**src/rtl/npu_attn_pkg.sv**
```systemverilog
// Shared types and default sizing for the attention row scheduler and its watchdog.
// Index widths are derived from the default engine geometry.
package npu_attn_pkg;

    localparam int ATT_M       = 166;
    localparam int ATT_N       = 44;
    localparam int ATT_H       = 4;
    localparam int ATT_TIMEOUT = 16384;

    localparam int ATT_ROWS_W     = $clog2(ATT_M + 1);
    localparam int ATT_HEADS_W    = $clog2(ATT_H + 1);
    localparam int ATT_ROW_IDX_W  = $clog2(ATT_M);
    localparam int ATT_HEAD_IDX_W = $clog2(ATT_H);

    typedef enum logic [2:0] {
        ST_IDLE,
        ST_FETCH,
        ST_LOAD,
        ST_START,
        ST_WAIT,
        ST_WRITE,
        ST_NEXT,
        ST_FIN
    } attn_sched_state_t;

    // Width of a counter holding 0..n-1, never narrower than one bit.
    function automatic int idx_w(input int n);
        return (n > 1) ? $clog2(n) : 1;
    endfunction

endpackage

```
**src/rtl/attn_watchdog.sv**
```systemverilog
// Cycle watchdog for the attention engine: counts enabled cycles since the last clear
// and flags expiry on the TIMEOUT-th enabled cycle.
module attn_watchdog
    import npu_attn_pkg::*;
#(
    parameter int TIMEOUT = ATT_TIMEOUT
) (
    input  logic clk,
    input  logic rst,
    input  logic clear,
    input  logic enable,
    output logic expire
);

    localparam int CW = idx_w(TIMEOUT);
    localparam logic [CW-1:0] LAST = CW'(TIMEOUT - 1);
    localparam logic [CW-1:0] ONE  = CW'(1);

    logic [CW-1:0] count_q;
    logic [CW-1:0] count_d;

    assign expire = enable && (count_q == LAST);

    // Saturate at LAST so a missed expiry can never wrap back to a fresh window.
    always_comb begin
        count_d = count_q;
        if (clear) begin
            count_d = '0;
        end else if (enable && !expire) begin
            count_d = count_q + ONE;
        end
    end

    always_ff @(posedge clk or posedge rst) begin
        if (rst) begin
            count_q <= '0;
        end else begin
            count_q <= count_d;
        end
    end

endmodule

```
**src/rtl/attn_row_scheduler.sv**
```systemverilog
// Walks the single-row attention engine over every (head,row) of a command, head-major,
// moving Q rows from the Q RAM into the engine and engine results into the output RAM.
module attn_row_scheduler
    import npu_attn_pkg::*;
#(
    parameter int M       = ATT_M,
    parameter int N       = ATT_N,
    parameter int H       = ATT_H,
    parameter int TIMEOUT = ATT_TIMEOUT
) (
    input  logic                     clk,
    input  logic                     rst,
    input  logic                     cmd_valid,
    output logic                     cmd_ready,
    input  logic [$clog2(M+1)-1:0]   cmd_rows,
    input  logic [$clog2(H+1)-1:0]   cmd_heads,
    input  logic                     abort,
    output logic                     q_rd_en,
    output logic [$clog2(H)-1:0]     q_rd_head,
    output logic [$clog2(M)-1:0]     q_rd_row,
    input  logic [8*N-1:0]           q_rd_data,
    output logic [8*N-1:0]           att_q,
    output logic [$clog2(H)-1:0]     att_head,
    output logic                     att_start,
    input  logic                     att_out_valid,
    input  logic [8*N-1:0]           att_out_data,
    output logic                     out_we,
    output logic [$clog2(H)-1:0]     out_head,
    output logic [$clog2(M)-1:0]     out_row,
    output logic [8*N-1:0]           out_data,
    output logic                     busy,
    output logic                     done,
    output logic                     err_timeout
);

    localparam int RW  = $clog2(M + 1);
    localparam int HW  = $clog2(H + 1);
    localparam int RIW = $clog2(M);
    localparam int HIW = $clog2(H);
    localparam int DW  = 8 * N;

    localparam logic [RW-1:0] ROW_ONE  = RW'(1);
    localparam logic [HW-1:0] HEAD_ONE = HW'(1);

    attn_sched_state_t state_q, state_d;

    logic [RW-1:0] rows_q, rows_d;
    logic [HW-1:0] heads_q, heads_d;
    logic [RW-1:0] row_q, row_d;
    logic [HW-1:0] head_q, head_d;
    logic          wait_first_q, wait_first_d;
    logic [DW-1:0] att_q_q, att_q_d;
    logic [DW-1:0] out_data_q, out_data_d;
    logic          err_q, err_d;
    logic          done_q, done_d;
    logic          q_rd_en_q, q_rd_en_d;
    logic          att_start_q, att_start_d;
    logic          out_we_q, out_we_d;
    logic          busy_q, busy_d;
    logic          cmd_ready_q, cmd_ready_d;

    logic wd_clear;
    logic wd_enable;
    logic wd_expire;

    attn_watchdog #(
        .TIMEOUT (TIMEOUT)
    ) u_watchdog (
        .clk    (clk),
        .rst    (rst),
        .clear  (wd_clear),
        .enable (wd_enable),
        .expire (wd_expire)
    );

    always_comb begin
        state_d      = state_q;
        rows_d       = rows_q;
        heads_d      = heads_q;
        row_d        = row_q;
        head_d       = head_q;
        wait_first_d = 1'b0;
        att_q_d      = att_q_q;
        out_data_d   = out_data_q;
        err_d        = err_q;
        done_d       = 1'b0;
        wd_clear     = 1'b0;
        wd_enable    = 1'b0;

        case (state_q)
            ST_IDLE: begin
                if (cmd_valid) begin
                    rows_d  = cmd_rows;
                    heads_d = cmd_heads;
                    row_d   = '0;
                    head_d  = '0;
                    err_d   = 1'b0;
                    state_d = (cmd_rows == '0 || cmd_heads == '0) ? ST_FIN : ST_FETCH;
                end
            end
            ST_FETCH: state_d = ST_LOAD;
            ST_LOAD: begin
                att_q_d = q_rd_data;
                state_d = ST_START;
            end
            ST_START: begin
                wd_clear     = 1'b1;
                wait_first_d = 1'b1;
                state_d      = ST_WAIT;
            end
            ST_WAIT: begin
                // The first WAIT cycle may still see the previous row's valid level.
                wd_enable = 1'b1;
                if (!wait_first_q && att_out_valid) begin
                    out_data_d = att_out_data;
                    state_d    = ST_WRITE;
                end else if (wd_expire) begin
                    err_d   = 1'b1;
                    done_d  = 1'b1;
                    state_d = ST_IDLE;
                end
            end
            ST_WRITE: state_d = ST_NEXT;
            ST_NEXT: begin
                if (row_q == rows_q - ROW_ONE) begin
                    row_d = '0;
                    if (head_q == heads_q - HEAD_ONE) begin
                        head_d  = '0;
                        state_d = ST_FIN;
                    end else begin
                        head_d  = head_q + HEAD_ONE;
                        state_d = ST_FETCH;
                    end
                end else begin
                    row_d   = row_q + ROW_ONE;
                    state_d = ST_FETCH;
                end
            end
            ST_FIN:  state_d = ST_IDLE;
            default: state_d = ST_IDLE;
        endcase

        // FIN is already reporting done, so an abort there must not stretch the pulse.
        if (abort && state_q != ST_IDLE && state_q != ST_FIN) begin
            state_d    = ST_IDLE;
            done_d     = 1'b1;
            row_d      = row_q;
            head_d     = head_q;
            att_q_d    = att_q_q;
            out_data_d = out_data_q;
            err_d      = err_q;
        end

        done_d      = done_d || (state_d == ST_FIN);
        q_rd_en_d   = (state_d == ST_FETCH);
        att_start_d = (state_d == ST_START);
        out_we_d    = (state_d == ST_WRITE);
        busy_d      = (state_d != ST_IDLE);
        cmd_ready_d = (state_d == ST_IDLE);
    end

    always_ff @(posedge clk or posedge rst) begin
        if (rst) begin
            state_q      <= ST_IDLE;
            rows_q       <= '0;
            heads_q      <= '0;
            row_q        <= '0;
            head_q       <= '0;
            wait_first_q <= 1'b0;
            att_q_q      <= '0;
            out_data_q   <= '0;
            err_q        <= 1'b0;
            done_q       <= 1'b0;
            q_rd_en_q    <= 1'b0;
            att_start_q  <= 1'b0;
            out_we_q     <= 1'b0;
            busy_q       <= 1'b0;
            cmd_ready_q  <= 1'b1;
        end else begin
            state_q      <= state_d;
            rows_q       <= rows_d;
            heads_q      <= heads_d;
            row_q        <= row_d;
            head_q       <= head_d;
            wait_first_q <= wait_first_d;
            att_q_q      <= att_q_d;
            out_data_q   <= out_data_d;
            err_q        <= err_d;
            done_q       <= done_d;
            q_rd_en_q    <= q_rd_en_d;
            att_start_q  <= att_start_d;
            out_we_q     <= out_we_d;
            busy_q       <= busy_d;
            cmd_ready_q  <= cmd_ready_d;
        end
    end

    assign cmd_ready   = cmd_ready_q;
    assign q_rd_en     = q_rd_en_q;
    assign q_rd_head   = head_q[HIW-1:0];
    assign q_rd_row    = row_q[RIW-1:0];
    assign att_q       = att_q_q;
    assign att_head    = head_q[HIW-1:0];
    assign att_start   = att_start_q;
    assign out_we      = out_we_q;
    assign out_head    = head_q[HIW-1:0];
    assign out_row     = row_q[RIW-1:0];
    assign out_data    = out_data_q;
    assign busy        = busy_q;
    assign done        = done_q;
    assign err_timeout = err_q;

endmodule

```
**config.mk**
```make
export PLATFORM = sky130hd
export DESIGN_NAME = attn_row_scheduler
export DESIGN_NICKNAME = d
export VERILOG_FILES = /design/src/rtl/npu_attn_pkg.sv /design/src/rtl/attn_watchdog.sv /design/src/rtl/attn_row_scheduler.sv
export SDC_FILE = /design/constraint.sdc
export NUM_CORES = 1
export LEC_CHECK = 0
export ABC_AREA = 1
export BUFFER_PORTS_ARGS = -buffer_cell sky130_fd_sc_hd__buf_2
export CORE_AREA = 2 2 574 576
export DETAILED_ROUTE_END_ITERATION = 7
export DIE_AREA = 0 0 576 578
export GPL_TIMING_DRIVEN = 0
export PLACE_DENSITY_LB_ADDON = 0.05
export SYNTH_ARGS = -nofsm -noshare
export SYNTH_HDL_FRONTEND = slang
export SYNTH_HIERARCHICAL = 1
export SYNTH_SLANG_ARGS = --single-unit
```
**constraint.sdc**
```tcl
create_clock -name clk -period 58.4 [get_ports clk]
set_input_delay 2.92 -clock clk [delete_from_list [all_inputs] [get_ports clk]]
set_output_delay 2.92 -clock clk [all_outputs]
set_load 0.05 [all_outputs]
```
# Word-level counts from Yosys, hierarchy flattened
# Cells that the tools add are included.
# Widths: inputs -> output; s select.
[classes]
addsub = 5
n_eq_ne = 19
mux = 27
bitwise_logic = 1
reduce_logical = 24
[op_table]
columns = ["cell", "n"]
rows = [
  ["$mux 3", 10],
  ["$mux 14", 2],
  ["$pmux 3 s8", 1],
  ["$eq 3x3->1 const B", 6],
  ["$mux 8", 2],
  ["$pmux 8 s2", 1],
  ["$add 14x1->14 const B", 1],
  ["$eq 14x14->1 const B", 1],
  ["$eq 3x2->1 const B", 3],
  ["$logic_not 3->1", 3],
  ["$mux 1", 9],
  ["$add 8x1->8 const B", 1],
  ["$eq 8x8->1", 1],
  ["$logic_not 8->1", 1],
  ["$sub 8x1->8 const B", 1],
  ["$eq 3x1->1 const B", 2],
  ["$ne 2x2->1 const B", 3],
  ["$pmux 3 s2", 1],
  ["$reduce_and 3->1", 2],
  ["$reduce_bool 2->1", 3],
  ["$reduce_bool 3->1", 2],
  ["$logic_and 1x1->1", 5],
  ["$reduce_and 5->1", 1],
  ["$reduce_and 2->1", 2],
  ["other kinds (10)", 12],
]
[totals]
reg_bits = 751
out_inout_bits = 733

# Longest topological paths before layout
# Gate-level depths: netlist (run 1).
[logic_depth]
ltp_word = 9
depth_mapped = 16
mapped_depth_nobuf = 16

# Hierarchy
# Netlist (run 1), hierarchy kept.
[modules_own_cells]
columns = ["module", "instances", "cells_per_inst", "area_per_inst_um2", "seq_area_each_um2"]
rows = [
  ["attn_row_scheduler", 1, 3230, 28320.9, 18443.9],
  ["attn_watchdog", 1, 124, 939.7, 350.3],
]

# Worst setup path after synthesis (run 1)
# Ideal clock, no wire load.
[synth_timing]
path_type = "input to register"
startpoint = "input port cmd_valid"
endpoint = "register row_q[6], in the netlist out_row[6]"
setup_time_ns = 0.120
t_arrival_ns = 3.808
required_ns = 58.280
path_slack_ns = 54.473
stages = 8
path_buffers = 0
cell_sequence = "inv_1 -> nand3_1 -> nand3_2 -> nor2_2 -> nand4_1 -> nor2_1 -> nand2_1 -> and3_1"
[synth_between]
elab_chain_cells = 2
[synth_lines]
columns = ["item", "line", "text"]
rows = [
  ["start: declaration", "attn_row_scheduler.sv:13", "input logic cmd_valid,"],
  ["$ne 2x2->1 (no source line)", "n/a", ""],
  ["$reduce_and 3->1 (no source line)", "n/a", ""],
  ["end signal: assignment", "attn_row_scheduler.sv:183", "row_q <= row_d;"],
  ["end: declaration", "attn_row_scheduler.sv:49", "logic [RW-1:0] row_q, row_d;"],
]
# Every way passes these cells.
# A chain may end at the register's enable or synchronous reset.

==> results of run 1 <==
worst register-to-register path, cell delays in order, from the launching register on:
cell and delay [ns]:
dfrtp_1 0.43, inv_1 0.11, nand2_1 0.07, nor2_1 0.06, inv_2 0.08, nor2_2 0.05, inv_2 0.34, clkbuf_1 0.71
clkbuf_1 0.83, nand2_1 0.15, nand2_1 0.10
sequential cells by signal, indices dropped and copies added (netlist names), 3 cells and up:
name,flops
head_q,3
att_q,352
state_q,3
heads_q,3
out_data,352
rows_q,8
u_watchdog/count_q,14
out_row,8
synthesized netlist by cell type, types with 5 or more instances:
cell type / n / area (um2)
nor3_1: 6 / 30.0
o21ai_0: 14 / 70.1
xnor2_1: 11 / 96.3
buf_2: 97 / 485
inv_1: 36 / 135
dfrtp_1: 750 / 18800
nor2_4: 5 / 56.3
nor2_1: 37 / 139
nand2_1: 2221 / 8340
inv_2: 10 / 37.5
ha_1: 5 / 62.6
nand3_1: 28 / 140
buf_4: 38 / 285
a21oi_1: 9 / 45.0
xor2_1: 10 / 87.6
clkbuf_1: 34 / 128
nor2_2: 5 / 31.3
stage by stage:
stage / utilization / hold WS [ns] / cell area [um2]
after floorplan: - / 0.462 / 29300
after global placement: 0.129 / 0.451 / 42000
after detailed placement: 0.129 / 0.453 / 42200
after CTS: 0.141 / 0.468 / 45900
after global routing: 0.141 / 0.479 / 45900
final: 0.141 / 0.461 / 46000
final timing paths:
path | start | to | depth (start not counted)
hold / removal | att_q[210] | att_q[210] | 2
setup reg to reg | state_q[0] | att_q[110] | 10
min in group asynchronous | rst | u_watchdog/count_q[10] | 2
hold reg to reg | att_q[210] | att_q[210] | 2
setup / recovery | rst | out_data[112] | 6
max in group clk | head_q[0] | out_head[0] | 2
routing by layer:
layer	vias to the layer above	track usage	part of all wire	wire length (um)
met5	-	0	0.0035	736
met4	116	0.0254	0.023	4870
met3	418	0.0541	0.10	21100
met2	1219	0.217	0.49	104000
met1	13300	0.137	0.38	81300
li1	13400	-	-	-
cells by family (layout without fill, tap and decap cells):
kind of cell | after synthesis | after routing
simple gates | 2325 | 2325
xor+xnor | 21 | 21
buf+inv | 217 | 1881
flops | 751 | 751
fa+ha+maj | 5 | 5
other cells | 0 | 33
compound gates | 35 | 35
cell type report:
cell class	instances	area, um2
antenna	33	82.6
buffer	171	920
clock buffer	186	3460
clock inverter	18	250
fill	37800	280000
inverter	46	180
multi-input combinational	2386	9380
sequential	751	18800
tap	4346	5440
timing repair buffer	1460	7490
power by group through the flow:
stage               registers [mW]  clock network (mW)  logic, mW
floorplan                     1.66                   0      0.295
global placement             0.901                   0       1.67
detailed placement           0.896                   0       1.66
CTS                          0.891               0.752       1.67
global route                 0.916               0.766       1.73
finish                       0.884               0.710       1.62
==> metrics.yaml, run 1 <==
outcome: "completed"
synth_async_sr_flop_share: 1.00
synth_mux_area_frac: 0
worstSetupEndpointType: "asynchronous set/reset pin"
ys.flop_type: "dfrtp_1"
grt_usage: 0.123
grt_pass1_wl_um: 280000
stdcell_count: 9397
synthAdderAreaFrac: 0.00214
overflow: 0
htreeDepth: 3
tightest_slew_ns: 1.01
vias: 28400
mostFrequentLayoutCells: "2221 x nand2_1, 1549 x buf_2, 750 x dfrtp_1, 117 x clkbuf_16, 74 x clkbuf_1"
initial_core_util: 0.0897
cts-buffers-inserted: 117
final_nets: 5658
p_int_mw: 1.47
first_global_vias: 29700
gp_congestion: 0.782
worstPathArrival_ns: 5.70
ys.warnings.count: 6
synth-xor-area-share: 0.00629
p_per_area_nw_per_um2: 69.9
p_switching_mw: 1.74
tns_ns: 0
synth_nets: 4079
fin_crit_sh: 0.0823
cp_data_required_time_ns: 59.30
leakagePower_nw: 24.8
layout_commonest_cell: "nand2_1"
clock_latency_ns: 0.85
antenna_found_initial: 194
slew-limit-headroom: 0.326
critPathBufInv: 6
synth_top_family_by_area: "simple AND/OR/NAND/NOR gates"
cts_root_buf: "clkbuf_16"
vias_per_cell: 3.02
cp_common_cell: "buf_16"
ioPinCount: 1453
slew_viol_final: 0
fin_skew_ns: 0.0477
core-area_um2: 326000
wire_per_inst_um: 22.6
cp_slowest_cell: "inv_8"
drive_gt1_frac: 0.358
p_clk_frac: 0.221
sw_frac_of_total: 0.542
rsz0062_at_grt: "no"
crit_chain: "buf_2, inv_8, buf_16, buf_16, buf_16, buf_16"
syn_area_per_cell_um2: 8.72
critPathMaxStageDelay_ns: 0.52
firstDrtPassIters: 5
cp_max_fo: 95
synth_compound_area_frac: 0.00667
hold_viol_final: 0
cts.sinks: 751
hold_path.class: "reg -> reg"
cts_tree: "done"
synth-seq-cells: 751
synth_area_um2: 29300
synth_edf_count: 0
synthSimpleGateAreaFrac: 0.305
clock_path_buffers: 4
portBuffers: 1452
synth.distinct_cells: 37
dpl.hpwl_um: 172000
path_class: "in -> async"
ir_drop_mv: 0.0284
fmax_mhz: 208
ys_seq_area_frac: 0.642
ctsHoldBuffers: 0
die_area_um2: 333000
final.setup.worst_slack_ns: 53.59
die_w_um: 576
syn_inst: 3354
cts_setup_buffers: 0
post_cts_resized: 0
fp-row-count: 210
r2r_setup_slack_ns: 55.46
fin_crit_ns: 4.81
drt_wl_total_um: 212000
drt_first_iter_violations: 1203
crit_path_start_kind: "input pin"
crit_family: "buffers and inverters"
ant_nets: 0
p_comb_frac: 0.504
grt_max_degree: 96
total_power_mw: 3.21
max-cap-violations: 0
dp_slack_ns: 52.46
area_delta_synth_final_pct: 57.2
seqPwrFrac: 0.275
dp_cells: 9160
drc: 0
setup_violations: 0
cts.clk_slew.worst_paths_ns: 0.05
fp.dieH_um: 578
No activity file was read; power rests on OpenSTA's default activity.
==> run 2, diff against run 1 <==
- ABC_AREA: 1 -> 0
- CORE_AREA: 2 2 574 576 -> 2 2 569 571
- DIE_AREA: 0 0 576 578 -> 0 0 571 573
- clock period: 58.4 -> 4.3 ns (I/O delays scaled with it)
==> run 2 against run 1 <==
Against the previous run: final cell count shrank 8.9%; largest cell class unchanged; clock power rose to 14 times the previous value; flip-flop and latch count unchanged; clock skew grew 0.0061 ns; worst setup slack lost 53 ns; non-clock buffer count up 675; critical endpoint is now out_data[275]; count of clock-buffer cells in the layout down 10; global-route usage shrank 0.88 points; synthesized cell count shrank 46%; first-iteration DRC count down 54%; wire length fell by 9.4%; core utilization increased by 2.5 points.
==> metrics.yaml, run 2 <==
drc: 0  # unchanged
leakagePower_nw: 24.2  # -2.4%
fill_cells: 35900  # -5.3%
htreeDepth: 3  # unchanged
met1_length_um: 66800  # -18%
seqPwrFrac: 0.270  # -0.005
ys_seq_area_frac: 0.654  # +0.0121
fin_crit_ns: 3.77
wl_met3_um: 21200  # +0.63%
synth_nets: 2525  # -38%
mostFrequentLayoutCells: "1487 x buf_2, 750 x dfrtp_1, 722 x dlygate4sd3_1, 705 x mux2_2, 119 x clkbuf_16"
drive_gt1_frac: 0.575  # +0.217
layout_commonest_cell: "buf_2"
wire_per_inst_um: 22.4  # -0.61%
hold_path.class: "in -> reg"
setup_violations: 0  # unchanged
final_nets: 4846  # -14%
sw_frac_of_total: 0.514  # -0.0283
design_area_um2: 53000  # +15%
vias_per_cell: 2.89  # -4.4%
grt_pass1_wl_um: 255000  # -8.8%
outcome: "completed"
gp_congestion: 0.718  # -8.3%
fin_crit_sh: 0.877
area_delta_synth_final_pct: 84.5
cts_tree: "done"
synth_top_area_cell: "dfrtp_1"
cp_data_required_time_ns: 4.97  # -54.33 ns
place_area_um2: 41900  # -0.64%
synth.distinct_cells: 59  # +59%
cp_max_fo: 10  # -89%
ioPinCount: 1453  # unchanged
drt_wl_total_um: 192000  # -9.4%
stdcell_count: 8563  # -8.9%
max-cap-violations: 0  # unchanged
yosys-top-cells-count: "750 x dfrtp_1, 705 x mux2_2, 48 x nand2_1"
cts.clk_slew.worst_paths_ns: 0.06  # about the same
top_layer: "met5"
die_w_um: 571  # -0.87%
ys.flop_type: "dfrtp_1"
firstDrtPassIters: 4  # -1
p_int_mw: 22.1  # +1400%
synth_async_sr_flop_share: 1.00  # unchanged
hold_viol_final: 0  # unchanged
synth_most_common_cell: "dfrtp_1"
antenna_found_initial: 141  # -27%
p_comb_frac: 0.517  # +0.013
cts_root_buf: "clkbuf_16"
drt_first_iter_violations: 558  # -54%
grt_max_degree: 33  # -66%
p_per_area_nw_per_um2: 857  # +1100%
fp.dieH_um: 573  # -0.87%
dp_cells: 7584  # -17%
p_switching_mw: 23.4  # +1200%
cts-buffers-inserted: 118  # +0.85%
syn_area_per_cell_um2: 16.0  # +83%
slew-limit-headroom: 0.255  # -0.0709
synth-seq-cells: 751  # unchanged
portBuffers: 1452  # unchanged
die_area_um2: 327000  # -1.7%
path_class: "reg -> reg"
overflow: 0  # unchanged
fp-row-count: 208  # -0.95%
total_power_mw: 45.4  # +1300%
synth_top_area_frac: 0.653  # +0.0120
clock_path_buffers: 4  # unchanged
ys.warnings.count: 6  # unchanged
fmax_mhz: 265
fin_skew_ns: 0.0538  # +0.00610 ns
ir_drop_mv: 0.376  # +1200%
vias: 24700  # -13%
rsz0062_at_grt: "no"
tightest_slew_ns: 1.11  # +0.104 ns
r2r_setup_slack_ns: 0.53  # -54.93 ns
syn_inst: 1800  # -46%
wl_met2_um: 97000  # -6.8%
worstPathArrival_ns: 4.44  # -1.26 ns
synth_area_um2: 28700  # -1.8%
synth.area.top_cells: "dfrtp_1 65%, mux2_2 28%, nand2_1 0.63%, buf_2 0.61%, clkbuf_1 0.47%"
p_clk_frac: 0.213  # -0.008
synth_edf_count: 0  # unchanged
grt_usage: 0.115  # -0.00883
first_global_vias: 27500  # -7.3%
core-area_um2: 320000  # -1.8%
dpl.hpwl_um: 159000  # -7.4%
initial_core_util: 0.0897  # about the same
clock_latency_ns: 0.85  # about the same
slew_viol_final: 0  # unchanged
cts.sinks: 751  # unchanged
crit_path_start_kind: "flip-flop"
hold_ws_ns: 0.132  # -0.329 ns
ant_nets: 0  # unchanged
worstSetupEndpointType: "flip-flop"
run 2: cells by family (layout without fill, tap and decap cells):
| logic type | Yosys count | in the layout | synth area share |
|---|---|---|---|
| other | 0 | 52 | 0 |
| XOR/XNOR | 23 | 23 | 0.00701 |
| buffers and inverters | 117 | 2523 | 0.0191 |
| adder cells (fa/ha/maj) | 5 | 5 | 0.00218 |
| AO/OA/AOI/OAI | 52 | 52 | 0.0123 |
| AND/OR/NAND/NOR | 141 | 141 | 0.0265 |
| flip-flops | 751 | 751 | 0.654 |
| multiplexers | 711 | 711 | 0.279 |
run 2: critical path, cell delays in order, from the launching register on:
cell	delay, ns
dfrtp_1	0.35
buf_2	0.17
nor2_1	0.26
nand2_1	0.14
nor3_2	0.49
buf_2	0.62
clkbuf_1	0.58
buf_1	0.54
mux2_2	0.40
run 2: final cells by class:
type	instances	area, um2	share of cell area
clock inverters	29	304	0.00574
clock buffers	176	3400	0.0642
inverters	12	48.8	0.000921
well taps	4305	5390	0.102
diodes	52	130	0.00246
multi-input cells	932	9380	0.177
plain buffers	105	504	0.00951
repair buffers	2201	15000	0.284
flip-flops and latches	751	18800	0.355
run 2: final timing paths:
kind | from | to | cells after the start
setup / recovery | state_q[1] | out_data[275] | 8
hold / removal | att_out_data[132] | out_data[132] | 3
setup reg to reg | state_q[1] | out_data[275] | 8
max in group asynchronous | rst | out_data[294] | 9
min in group asynchronous | rst | rows_q[5] | 3
hold reg to reg | out_data[0] | out_data[0] | 1
run 2: routing by layer:
layer	up-vias	track usage
met5	-	0
met4	60	0.0378
met3	324	0.0548
met2	1105	0.206
met1	12100	0.114
li1	11100	-
run 2: repair_timing:
| item | in CTS | in global routing |
|---|---|---|
| endpoints found under the setup margin | 109 | 0 |
| resized for setup | 2 | 0 |
| buffers inserted | 0 | 0 |
| hold endpoints to repair | 815 | 0 |
| hold buffers | 722 | 0 |
run 2: through the flow:
step,utilization,setup WS [ns],setup TNS (ns)
finish,0.165,0.527,0
global route,0.165,0.159,0
CTS,0.165,0.258,0
detailed placement,0.131,-0.487,-26.67
global placement,0.129,-15.38,-
floorplan,-,-6.01,-4429.23
run 2: power groups by stage:
stage	Clock [mW]	Combinational (mW)	Sequential [mW]
floorplan	0	4.15	23.7
finish	9.67	23.5	12.3
global route	10.5	24.6	12.8
CTS	10.3	24.1	12.4
detailed placement	0	23.4	12.4
global placement	0	23.4	12.5
==> run 3, diff against run 2 <==
- CTS_BUF_LIST: unset -> sky130_fd_sc_hd__clkbuf_4
==> run 3 against run 2 <==
Against the previous run: the flow now stops in clock tree synthesis; synthesized cell count is the same; synthesized area did not move.
==> metrics.yaml, run 3 <==
htreeDepth: 5  # +2
fp.dieH_um: 573  # unchanged
yosys-top-cells-count: "750 x dfrtp_1, 705 x mux2_2, 48 x nand2_1"
cts_root_buf: "clkbuf_4"
die_w_um: 571  # unchanged
initial_core_util: 0.0897  # unchanged
ys_seq_area_frac: 0.654  # unchanged
synth_most_common_cell: "dfrtp_1"
cts_setup_buffers: 0  # unchanged
clock_path_buffers: 4  # unchanged
syn_area_per_cell_um2: 16.0  # unchanged
synth.distinct_cells: 59  # unchanged
gp_congestion: 0.718  # unchanged
error_line: "[ERROR RSZ-0060] Max buffer count reached."
outcome: "stopped before the end"
synth_nets: 2525  # unchanged
synth-seq-cells: 751  # unchanged
ioPinCount: 1453  # unchanged
synth_area_um2: 28700  # unchanged
synth.area.top_cells: "dfrtp_1 65%, mux2_2 28%, nand2_1 0.63%, buf_2 0.61%, clkbuf_1 0.47%"
ctsHoldBuffers: 1612  # +120%
synth_top_area_frac: 0.653  # unchanged
dpl.hpwl_um: 159000  # unchanged
fp-row-count: 208  # unchanged
lastStage: "clock tree synthesis"
synth_edf_count: 0  # unchanged
post_cts_resized: 2  # unchanged
place_area_um2: 41900  # unchanged
cts-buffers-inserted: 287  # +140%
synth_async_sr_flop_share: 1.00  # unchanged
ys.flop_type: "dfrtp_1"
syn_inst: 1800  # unchanged
cts.sinks: 751  # unchanged
portBuffers: 1452  # unchanged
ys.warnings.count: 6  # unchanged
synth_top_area_cell: "dfrtp_1"
[run 3: cell counts after synthesis]
No cell type changed its count.
[run 3: through the flow]
step | cells | worst slack [ns]
after global placement | 7557 | -15.38
after detailed placement | 7584 | -0.487
after floorplan | 1800 | -6.01
[run 3: cell families after synthesis]
logic type	synth area share
compound gates	0.0123
xor+xnor	0.00701
fa+ha+maj	0.00218
buf+inv	0.0191
flops	0.654
mux	0.279
simple gates	0.0265
==> run 4, diff against run 3 <==
- CORE_AREA: 2 2 569 571 -> 2 2 560 562
- CTS_BUF_LIST: sky130_fd_sc_hd__clkbuf_4 -> unset
- DIE_AREA: 0 0 571 573 -> 0 0 562 564
- PLACE_DENSITY_LB_ADDON: 0.05 -> 0.15
- clock period: 4.3 -> 5.59 ns (I/O delays scaled with it)
==> run 4 against run 3 <==
Against the previous run: the run now ends clean.
==> metrics.yaml, run 4 (synthesis gave the netlist of run 2 again) <==
die_w_um: 562  # -1.6%
grt_pass1_wl_um: 235000
p_per_area_nw_per_um2: 657
leakagePower_nw: 24.1
portBuffers: 1452  # unchanged
stdcell_count: 8350
cts_root_buf: "clkbuf_16"
ir_drop_mv: 0.324
dp_cells: 7418  # -2.2%
gp_congestion: 0.845  # +18%
startpoint: "state_q[1]"
hold_path.class: "in -> reg"
met1_usage: 0.111
wire_per_inst_um: 21.2
cts-buffers-inserted: 109  # -62%
crit_path_start_kind: "flip-flop"
grt_usage: 0.107
fin_skew_ns: 0.104
firstDrtPassIters: 5
path_class: "reg -> reg"
drive_gt1_frac: 0.575
ioPinCount: 1453  # unchanged
rsz0062_at_grt: "no"
crit_family: "buffers and inverters"
cts_tree: "done"
fin_crit_ns: 3.68
r2r-end: "att_q[3]"
cts_setup_buffers: 0  # unchanged
total_power_mw: 34.5
slew_viol_final: 0
grt_max_degree: 37
worstSetupEndpointType: "flip-flop"
drc: 0
core-area_um2: 311000
final_nets: 4834
min-delay-start: "abort"
fp-row-count: 205  # -1.4%
tightest_slew_ns: 1.04
fmax_mhz: 272
drt_first_iter_violations: 795
vias: 24700
max-cap-violations: 0
fin_crit_sh: 0.658
dpl.hpwl_um: 149000  # -6.8%
gr-usage-met2: 0.188
grt.busiest_layer: "met2"
clock_latency_ns: 0.86
vias_per_cell: 2.96
antenna_found_initial: 57
setup_violations: 0
die_area_um2: 317000
crit_chain: "buf_2, inv_1, nor4_1, buf_2, clkbuf_1, buf_1, mux2_2"
cp_slowest_cell: "buf_2"
r2r-start: "state_q[1]"
slew-limit-headroom: 0.304
layout_commonest_cell: "buf_2"
critPathBufInv: 5
first_global_vias: 27300
hold_depth: 4
ant_nets: 0
post_cts_resized: 0  # -2
clock_path_buffers: 4  # unchanged
overflow: 0
worst_r2r_path_depth: 7
initial_core_util: 0.0924  # +0.00274
cp_common_cell: "buf_2"
min_to: "err_timeout"
drt_wl_total_um: 177000
worstPathArrival_ns: 4.37
outcome: "completed"
htreeDepth: 3  # -2
final_util: 0.169
r2r_setup_slack_ns: 1.91
mostFrequentLayoutCells: "1487 x buf_2, 750 x dfrtp_1, 720 x dlygate4sd3_1, 705 x mux2_2, 110 x clkbuf_16"
fp.dieH_um: 564  # -1.6%
cp_max_fo: 12
hold_viol_final: 0
cp_data_required_time_ns: 6.28
cts.clk_slew.worst_paths_ns: 0.06
cts.sinks: 751  # unchanged
gr-usage-met3: 0.0479
area_delta_synth_final_pct: 82.7
critPathMaxStageDelay_ns: 0.72
==> run 4: through the flow <==
stage          setup TNS [ns]  instance area (um2)  hold slack [ns]  setup slack [ns]
6_report                    0                52500            0.111              1.91
5_1_grt                     0                52400           0.0951              1.50
4_1_cts                     0                52400          0.00678              1.61
3_5_place_dp                0                41700            0.372              1.58
3_3_place_gp         -8823.26                41200            0.450            -12.38
2_1_floorplan        -3526.04                28700            0.169             -4.79
==> run 4: repair_timing <==
item                                    4_1_cts  5_1_grt
hold endpoints to repair                    822        0
endpoints found under the setup margin        0        0
hold buffers                                720        0
==> run 4: how the worst max path moves through the flow <==
stage / cells past startpoint / endpoint
floorplan: 1 / att_q[0]
global placement: 2 / att_q[3]
detailed placement: 7 / att_q[3]
CTS: 7 / att_q[3]
global route: 7 / att_q[0]
finish: 7 / att_q[3]
==> run 4: tightest hold or removal path: stages <==
cell and delay [ns]:
buf_2 0.10, and4b_1 0.24, o21ai_0 0.16, nand2_1 0.06
==> run 4: area by class of cell <==
cell class	count	area [um2]
inverters	12	48.8
plain buffers	105	504
well taps	4140	5180
clock buffers	166	3230
flip-flops and latches	751	18800
multi-input cells	932	9380
repair buffers	2198	15000
clock inverters	24	273
diodes	22	55.1
fillers	34900	258000
==> run 4: where the power goes <==
group	internal, mW	switching [mW]
logic	4.56	13.4
clock network	4.10	2.83
registers	8.03	1.52
total	16.7	17.8
==> run 4: layer usage <==
layer / up-vias / routed length (um) / part of all wire
met5: - / 152 / 0.00086
met4: 12 / 7450 / 0.042
met3: 260 / 18700 / 0.11
met2: 1145 / 87900 / 0.50
met1: 12200 / 63200 / 0.36
li1: 11100 / - / -
